<file path="config.mk">
export PLATFORM = sky130hd
export DESIGN_NAME = arb_mux_reg
export DESIGN_NICKNAME = d
export VERILOG_FILES = /design/src/rtl/arb_mux_pkg.sv /design/src/rtl/rr_arbiter.sv /design/src/rtl/arb_mux_reg.sv
export SDC_FILE = /design/constraint.sdc
export NUM_CORES = 1
export LEC_CHECK = 0
export BUFFER_PORTS_ARGS = -buffer_cell sky130_fd_sc_hd__buf_2
export CAP_MARGIN = 20
export CORE_MARGIN = 5
export CORE_UTILIZATION = 42
export CTS_BUF_LIST = sky130_fd_sc_hd__clkbuf_8
export CTS_CLUSTER_DIAMETER = 50
export DETAILED_ROUTE_END_ITERATION = 8
export GPL_TIMING_DRIVEN = 0
export HOLD_SLACK_MARGIN = 0.03
export PLACE_DENSITY = 0.83
export SYNTH_ARGS = -nofsm -noshare
export SYNTH_HDL_FRONTEND = slang
export SYNTH_SLANG_ARGS = --single-unit
</file>
<file path="constraint.sdc">
create_clock -name clk -period 2.1 [get_ports clk]
set_input_delay 0.315 -clock clk [delete_from_list [all_inputs] [get_ports clk]]
set_output_delay 0.315 -clock clk [all_outputs]
set_load 0.01 [all_outputs]
</file>
<file path="src/rtl/arb_mux_pkg.sv">
// Shared types and search helper for the arbitrated, registered channel mux.
package arb_mux_pkg;

  typedef enum logic [1:0] {
    MODE_SEL,
    MODE_FIXED,
    MODE_RR
  } mode_e;

  // Upper bound on channel count that first_from can search.
  localparam int unsigned MaxCh   = 64;
  localparam int unsigned MaxIdxW = 6;

  typedef struct packed {
    logic               found;
    logic [MaxIdxW-1:0] idx;
  } first_t;

  // First set bit of valid, scanning upward from start and wrapping at n_ch.
  function automatic first_t first_from(input logic [MaxCh-1:0] valid,
                                        input int unsigned      start,
                                        input int unsigned      n_ch);
    first_t      res;
    int unsigned idx;
    res = '0;
    for (int unsigned k = 0; k < MaxCh; k++) begin
      idx = start + k;
      if (idx >= n_ch) idx = idx - n_ch;
      if ((k < n_ch) && !res.found && valid[idx[MaxIdxW-1:0]]) begin
        res.found = 1'b1;
        res.idx   = idx[MaxIdxW-1:0];
      end
    end
    return res;
  endfunction

endpackage

</file>
<file path="src/rtl/rr_arbiter.sv">
// Round-robin arbiter: pointer register plus wrapping search from pointer + 1.
module rr_arbiter
  import arb_mux_pkg::*;
#(
  parameter int unsigned N_CH = 6
) (
  input  logic            clk,
  input  logic            reset_n,
  input  logic [N_CH-1:0] in_valid,
  input  logic            advance,
  output logic [N_CH-1:0] grant
);

  localparam int unsigned SEL_W = $clog2(N_CH);

  logic [SEL_W-1:0] ptr_q, ptr_d;
  logic [MaxCh-1:0] valid_ext;
  int unsigned      start;
  first_t           pick;
  logic             unused_pick;

  always_comb begin
    valid_ext               = '0;
    valid_ext[N_CH-1:0]     = in_valid;
    start                   = (32'(ptr_q) + 1 >= N_CH) ? 0 : 32'(ptr_q) + 1;
    pick                    = first_from(valid_ext, start, N_CH);
    grant                   = '0;
    if (pick.found) grant[pick.idx[SEL_W-1:0]] = 1'b1;
    // A found grant with advance asserted is always a completed transfer.
    ptr_d = (advance && pick.found) ? pick.idx[SEL_W-1:0] : ptr_q;
  end

  assign unused_pick = ^pick;

  always_ff @(posedge clk or negedge reset_n) begin
    if (!reset_n) ptr_q <= SEL_W'(N_CH - 1);
    else          ptr_q <= ptr_d;
  end

endmodule

</file>
<file path="src/rtl/arb_mux_reg.sv">
// N-way channel mux with select/fixed/round-robin grant and a registered
// valid/ready output stage.
module arb_mux_reg
  import arb_mux_pkg::*;
#(
  parameter int unsigned WIDTH = 32,
  parameter int unsigned N_CH  = 6,
  parameter mode_e       MODE  = MODE_SEL
) (
  input  logic                       clk,
  input  logic                       reset_n,
  input  logic [N_CH-1:0][WIDTH-1:0] in_data,
  input  logic [N_CH-1:0]            in_valid,
  output logic [N_CH-1:0]            in_ready,
  input  logic [$clog2(N_CH)-1:0]    sel,
  output logic [WIDTH-1:0]           out_data,
  output logic                       out_valid,
  input  logic                       out_ready,
  output logic [$clog2(N_CH)-1:0]    out_sel,
  output logic                       sel_err
);

  localparam int unsigned SEL_W = $clog2(N_CH);

  logic             accept;
  logic [N_CH-1:0]  grant;
  logic             err_next;
  logic [SEL_W-1:0] gidx;
  logic             xfer;

  logic             valid_q, valid_d;
  logic [WIDTH-1:0] data_q, data_d;
  logic [SEL_W-1:0] osel_q, osel_d;
  logic             err_q, err_d;

  assign accept = !valid_q || out_ready;

  if (MODE == MODE_RR) begin : g_rr
    logic unused_rr;
    rr_arbiter #(.N_CH(N_CH)) u_rr (
      .clk      (clk),
      .reset_n  (reset_n),
      .in_valid (in_valid),
      .advance  (accept),
      .grant    (grant)
    );
    assign err_next  = 1'b0;
    assign unused_rr = ^sel;
  end else if (MODE == MODE_FIXED) begin : g_fixed
    first_t           pick;
    logic [MaxCh-1:0] valid_ext;
    logic             unused_fixed;
    always_comb begin
      valid_ext           = '0;
      valid_ext[N_CH-1:0] = in_valid;
      pick                = first_from(valid_ext, 0, N_CH);
      grant               = '0;
      if (pick.found) grant[pick.idx[SEL_W-1:0]] = 1'b1;
    end
    assign err_next     = 1'b0;
    assign unused_fixed = ^{pick, sel};
  end else begin : g_sel
    // Grant follows sel regardless of in_valid; out-of-range falls back to channel 0.
    always_comb begin
      grant    = '0;
      err_next = 1'b0;
      if (32'(sel) >= N_CH) begin
        grant[0] = 1'b1;
        err_next = 1'b1;
      end else begin
        grant[sel] = 1'b1;
      end
    end
  end

  always_comb begin
    gidx = '0;
    for (int unsigned i = 0; i < N_CH; i++) begin
      if (grant[i]) gidx = SEL_W'(i);
    end
  end

  assign in_ready = (reset_n && accept) ? grant : '0;
  assign xfer     = |(in_valid & in_ready);

  always_comb begin
    valid_d = valid_q;
    data_d  = data_q;
    osel_d  = osel_q;
    err_d   = err_q;
    if (xfer) begin
      valid_d = 1'b1;
      data_d  = in_data[gidx];
      osel_d  = gidx;
      err_d   = err_next;
    end else if (out_ready) begin
      valid_d = 1'b0;
    end
  end

  always_ff @(posedge clk or negedge reset_n) begin
    if (!reset_n) begin
      valid_q <= 1'b0;
      data_q  <= '0;
      osel_q  <= '0;
      err_q   <= 1'b0;
    end else begin
      valid_q <= valid_d;
      data_q  <= data_d;
      osel_q  <= osel_d;
      err_q   <= err_d;
    end
  end

  assign out_valid = valid_q;
  assign out_data  = data_q;
  assign out_sel   = osel_q;
  assign sel_err   = err_q;

endmodule

</file>
==> impl_metrics.csv, run 1 <==
group,metric,value,unit
outcome,status,"finished, final reports clean",
finish,nets,748,
setup_path,slowest_stage,"dlygate4sd3_1",
place,place_congestion,0.9011,
yosys,synth_nets,491,
pwr,p_sw_share,32.15,%
finish,final_area,4871,sq um
clock_tree,clk_path_buf_depth,2,
floorplan,start_util,43.20,%
timing,slew_viol_final,0,
place,hpwl,10010,um
timing,hold_viol_final,0,
route,drc_errors,0,
yosys,syn_avg_cell_area,11.63,sq um
route,avgRoutedWirePerCell,18.88,um
yosys,yosysTopAreaCellShare,27.74,%
route,drt_pass1_iterations,4,
timing,fin_ws,80.16,ps
timing,max_freq,495.1,MHz
timing,whs,298.7,ps
route,ant_nets,0,
global_routing,grt_start_max_net_pins,38,
place,portBuffers,246,
setup_path,crit_path_end_kind,"output pin",
yosys,yosys_warnings,0,
pwr,pwr-share-comb,43.1,%
yosys,synth_top_family_by_area,"multiplexers",
clock_tree,cts_max_level,2,
setup_path,crit_type,"in2out",
timing,fin_crit,2020,ps
yosys,yosysSeqAreaShare,27.74,%
yosys,syn_area,3338,sq um
yosys,synthAdderAreaFrac,0,%
pwr,netSwitchingPower,957.5,uW
floorplan,fp-row-count,32,
yosys,yosys.area_share.simple,6.297,%
setup_path,crit_path_max_fanout,10,
route,vias,3467,
finish,drive_gt1_share,66.24,%
pwr,ir_worst_vdd,0.0003705,V
pwr,p_per_area,611.5,nW/um^2
clock_tree,root_buffer,"clkbuf_8",
hold_path,hp-start,"out_ready",
clock_tree,cts_tree,"yes",
pwr,p_seq_share,35.6,%
pwr,p_int,2.021,mW
finish,antenna_cells,0,
yosys,synthMuxAreaShare,54.35,%
yosys,syn_inst,287,
yosys,yosysTopAreaCell,"dfrtp_1",
finish,syn_to_final_growth,45.91,%
setup_path,arrival,1700,ps
floorplan,fp.dieArea,9831,sq um
yosys,netlist-cell-type-count,27,
global_routing,antenna_found_initial,0,
yosys,synth-compound-area-share,6.747,%
timing,final-setup-viol-count,0,
timing,worst_slew_pin_slew,651.9,ps
clock_tree,numCtsBuffers,5,
floorplan,io_pins,247,
route,wl,12220,um
setup_path,slowest_delay,530,ps
setup_path,crit_start,"reset_n",
yosys,synthXorXnorAreaFrac,0,%
finish,utilization,63.03,%
hold_path,hp-class,"in2reg",
global_routing,gr-total-overflow,0,
yosys,synth.top_cells.by_area,"dfrtp_1, mux4_2, mux2_2, mux2i_1, o21ai_0",
global_routing,grt_use_total,24.78,%
job,cap_violations,0,
clock_tree,numClockSinks,37,
timing,fin_skew,7.552,ps
setup_path,critPathLaunchType,"input pin",
setup_path,path_cells,"dlygate4sd3_1 > buf_4 > nand2_2 > nor4b_1 > buf_2",
floorplan,die_y,99.15,um
pwr,leakagePower,2.454,nW
place,dp_slack,-646.0,ps
yosys,ys_ff_latch,37,
global_routing,grt_pass1_wl,19430,um
pwr,pwr-share-clk,21.3,%
setup_path,critPathRequiredTime,1780,ps
setup_path,r2r_start,"out_valid",
route,drt_iter0_markers,78,
timing,finalCritPeriodShare,96.18,%
hold_path,hold_depth,3,
floorplan,core,7727,sq um
global_routing,grt_pass1_vias,3972,
timing,slew_headroom,56.54,%
floorplan,fp.dieW,99.15,um
clock_tree,insertion_delay,290,ps
route,vias_per_cell,5.359,
clock_tree,path_clk_slew,70,ps
setup_path,rr_worst_depth,5,
timing,rsz0062_at_grt,"false",
place,placed_cell_area,4697,sq um
[kinds of logic after synthesis]
kind of cell	after synthesis
muxes	133
and+or+nand+nor	46
AOI/OAI and AO/OA	40
DFF	37
buffers and inverters	31
[metal layers]
| layer | GRT usage (%) | vias to the layer above | part of all wire (%) |
|---|---|---|---|
| met5 | 0 | - | 0 |
| met2 | 47.88 | 179 | 53 |
| met4 | 6.303 | 0 | 1.6 |
| met1 | 27.10 | 1663 | 37 |
| met3 | 5.540 | 18 | 8.0 |
| li1 | - | 1607 | - |
[per-stage QoR]
stage,power (mW),std cells,setup TNS (ps)
floorplan,1.738,287,0
global placement,2.284,635,-18320
detailed placement,2.347,635,-21150
CTS,2.999,644,0
global route,3.170,647,0
finish,2.979,647,0
[path summary, 6_finish.rpt]
check                                to  slack, ps
setup reg to reg           out_data[23]        370
hold / removal                out_valid        300
max in group asynchronous   out_data[1]       1340
setup / recovery            in_ready[1]         80
hold reg to reg             out_data[4]        480
min in group asynchronous  out_data[21]        570
[placed cells by master (no fill, tap or decap), drive strengths merged, types with 2 or more instances in the layout]
cell	instances
a21oi	3
buf	265
clkbuf	16
dfrtp	37
inv	6
mux2	66
mux2i	35
mux4	32
nand2	36
nor4b	2
o21ai	32
o22ai	2
[power by group through the flow]
stage / clock [mW] / sequential [mW] / combinational (mW)
after CTS: 0.655 / 1.06 / 1.29
after detailed placement: 0 / 1.07 / 1.28
after global placement: 0 / 1.05 / 1.23
final: 0.635 / 1.06 / 1.28
after global routing: 0.691 / 1.09 / 1.39
after floorplan: 0 / 1.17 / 0.563
[worst max-delay path, delay by kind of cell]
family	cells	cell delay, ps
AND/OR/NAND/NOR	2	500
buffers and inverters	3	890
[final cells by class]
type                       count  area (sq um)
timing repair buffer         252          1294
clock buffer                   6         82.58
buffer                        24         136.4
clock inverter                 2         33.78
inverter                       5         18.77
tap                          102         127.6
sequential                    37         925.9
fill                         660          2856
multi-input combinational    219          2252
[cell usage after synthesis (all sizes together)]
library cell and n:
mux2 66, nor2b 1, nor4bb 1, mux4 32, a31oi 1, nand3b 1, a21oi 3, and4 1
mux2i 35, nand3 1, o21ai 32, nand2 36, nor3b 1, o22ai 2, inv 5, o31a 1
clkbuf 11, a21o 1, nand2b 1, dfrtp 37, or3 1, nor4b 2, buf 15
[registers in the layout, summed over array words and instances (netlist names)]
signal and count:
out_valid 1, sel_err 1, out_data 32, out_sel 3
[repair_timing]
item	CTS	global route
setup buffers	0	4
gates cloned	0	0
gates resized for setup	1	1
hold buffers	2	0
setup endpoints to repair	40	31
hold endpoints to repair	37	0
Power figures use the tool's default switching activity.
==> run 2, diff against run 1 <==
Settings changed: PLACE_DENSITY 0.83 to 0.94.
==> run 2 against run 1 <==
Net effect: global-route usage increased by 0.50 points; non-clock buffer count increased by 1; die area did not move; clock-buffer cell count unchanged; sequential cell count stayed put; power fell by 4.2%.
==> impl_metrics.csv, run 2 (same netlist as run 1, synthesis figures left out) <==
group,metric,value,unit
clock_tree,clk_path_buf_depth,2,
route,avgRoutedWirePerCell,19.71,um
global_routing,grt_pass1_vias,4047,
global_routing,antenna_found_initial,0,
global_routing,grt_use_total,25.28,%
route,top_layer_used,"met4",
timing,fin_ws,94.66,ps
timing,finalCritPeriodShare,95.49,%
route,vias_per_cell,5.517,
setup_path,slowest_delay,550,ps
place,placed_cell_area,4697,sq um
setup_path,critPathRequiredTime,1780,ps
clock_tree,cts_tree,"yes",
finish,drive_gt1_share,66.42,%
place,hpwl,10370,um
finish,mostFrequentLayoutCells,"buf_2, mux2_2, dfrtp_1, nand2_1, mux2i_1",
finish,final_area,4857,sq um
finish,syn_to_final_growth,45.50,%
timing,fin_skew,5.323,ps
global_routing,gr-total-overflow,0,
setup_path,crit_path_max_fanout,10,
pwr,leakagePower,2.445,nW
floorplan,fp-row-count,32,
setup_path,crit_family,"buffers and inverters",
route,drt_pass1_iterations,4,
finish,utilization,62.86,%
finish,seqCellArea,925.9,sq um
timing,slew_viol_final,0,
timing,max_freq,498.7,MHz
route,drc_errors,0,
clock_tree,insertion_delay,280,ps
hold_path,hp-class,"in2reg",
place,place_congestion,0.9393,
timing,fin_setup_tns,0,ps
setup_path,r2r_setup_slack,330,ps
route,route.met2.wl,6960,um
timing,fin_crit,2005,ps
timing,slew_headroom,56.44,%
place,portBuffers,246,
setup_path,crit_path_end_kind,"output pin",
pwr,ir_worst_vdd,0.0003291,V
setup_path,path_buf_inv,3,
setup_path,slowest_stage,"dlygate4sd3_1",
route,vias,3575,
job,cap_violations,0,
route,wl,12770,um
setup_path,critPathLaunchType,"input pin",
timing,hold_viol_final,0,
route,met3WireLength,1027,um
pwr,p_per_area,587.2,nW/um^2
timing,rsz0062_at_grt,"false",
clock_tree,numCtsBuffers,5,
pwr,total_power,2.852,mW
setup_path,crit_type,"in2out",
floorplan,die_y,99.15,um
floorplan,fp.dieW,99.15,um
finish,final_common_cell,"buf_2",
floorplan,fp.dieArea,9831,sq um
floorplan,io_pins,247,
timing,worst_slew_pin_slew,653.4,ps
finish,nets,749,
finish,largest_register_ffs,32,
place,dp_slack,-642.8,ps
floorplan,core,7727,sq um
floorplan,start_util,43.20,%
clock_tree,cts_max_level,2,
route,drt_iter0_markers,56,
clock_tree,numClockSinks,37,
setup_path,path_cells,"dlygate4sd3_1 > buf_4 > nand2_2 > nor4b_1 > buf_2",
finish,nFillCells,639,
outcome,status,"finished, final reports clean",
route,wl_met1,4511,um
finish,multi_input_area,2258,sq um
timing,final-setup-viol-count,0,
clock_tree,root_buffer,"clkbuf_8",
global_routing,grt_start_max_net_pins,38,
setup_path,arrival,1690,ps
global_routing,grt_pass1_wl,19670,um
route,ant_nets,0,
clock_tree,path_clk_slew,70,ps
## run 2: metrics by stage
stage | instances | hold slack [ps]
4_1_cts | 643 | 297.1
3_3_place_gp | 635 | 458.9
5_1_grt | 647 | 330.6
2_1_floorplan | 287 | 19.41
3_5_place_dp | 635 | 474.2
6_report | 648 | 309.2
## run 2: routing by layer
layer / up-vias / GRT usage [%]
met2: 198 / 48.09
met5: - / 0
met3: 28 / 5.820
met4: 0 / 9.244
met1: 1741 / 26.98
li1: 1608 / -
## run 2: tightest hold or removal path: stages
cell    delay (ps)
buf_2          100
inv_1           40
a21o_1          90
## run 2: repair_timing
item                                    CTS  global route
setup buffers                             0             5
gates resized for setup                   1             2
endpoints found under the setup margin   40            29
hold buffers                              2             0
hold endpoints to repair                 37             0
## run 2: cell type report
type / count / area share, %
Multi-Input combinational cell: 219 / 46.50
Timing Repair Buffer: 253 / 26.79
Sequential cell: 37 / 19.06
Buffer: 24 / 2.808
Tap cell: 102 / 2.628
Clock buffer: 6 / 1.700
Inverter: 5 / 0.3864
Clock inverter: 1 / 0.07728
Antenna cell: 1 / 0.05152
## run 2: worst paths after layout
kind,startpoint,end,cells past startpoint
worst max-delay path,reset_n,in_ready[1],5
worst min-delay path,out_ready,out_valid,3
worst max register to register,out_valid,out_data[26],5
worst min register to register,out_data[10],out_data[10],1
max in group asynchronous,reset_n,out_data[7],3
min in group asynchronous,reset_n,out_data[24],3
## run 2: power by group
group	internal, mW	total, mW	switching, mW	leakage, nW
sequential	0.943	1.07	0.131	0.444
clock	0.256	0.488	0.233	0.0485
combinational	0.699	1.29	0.591	1.95
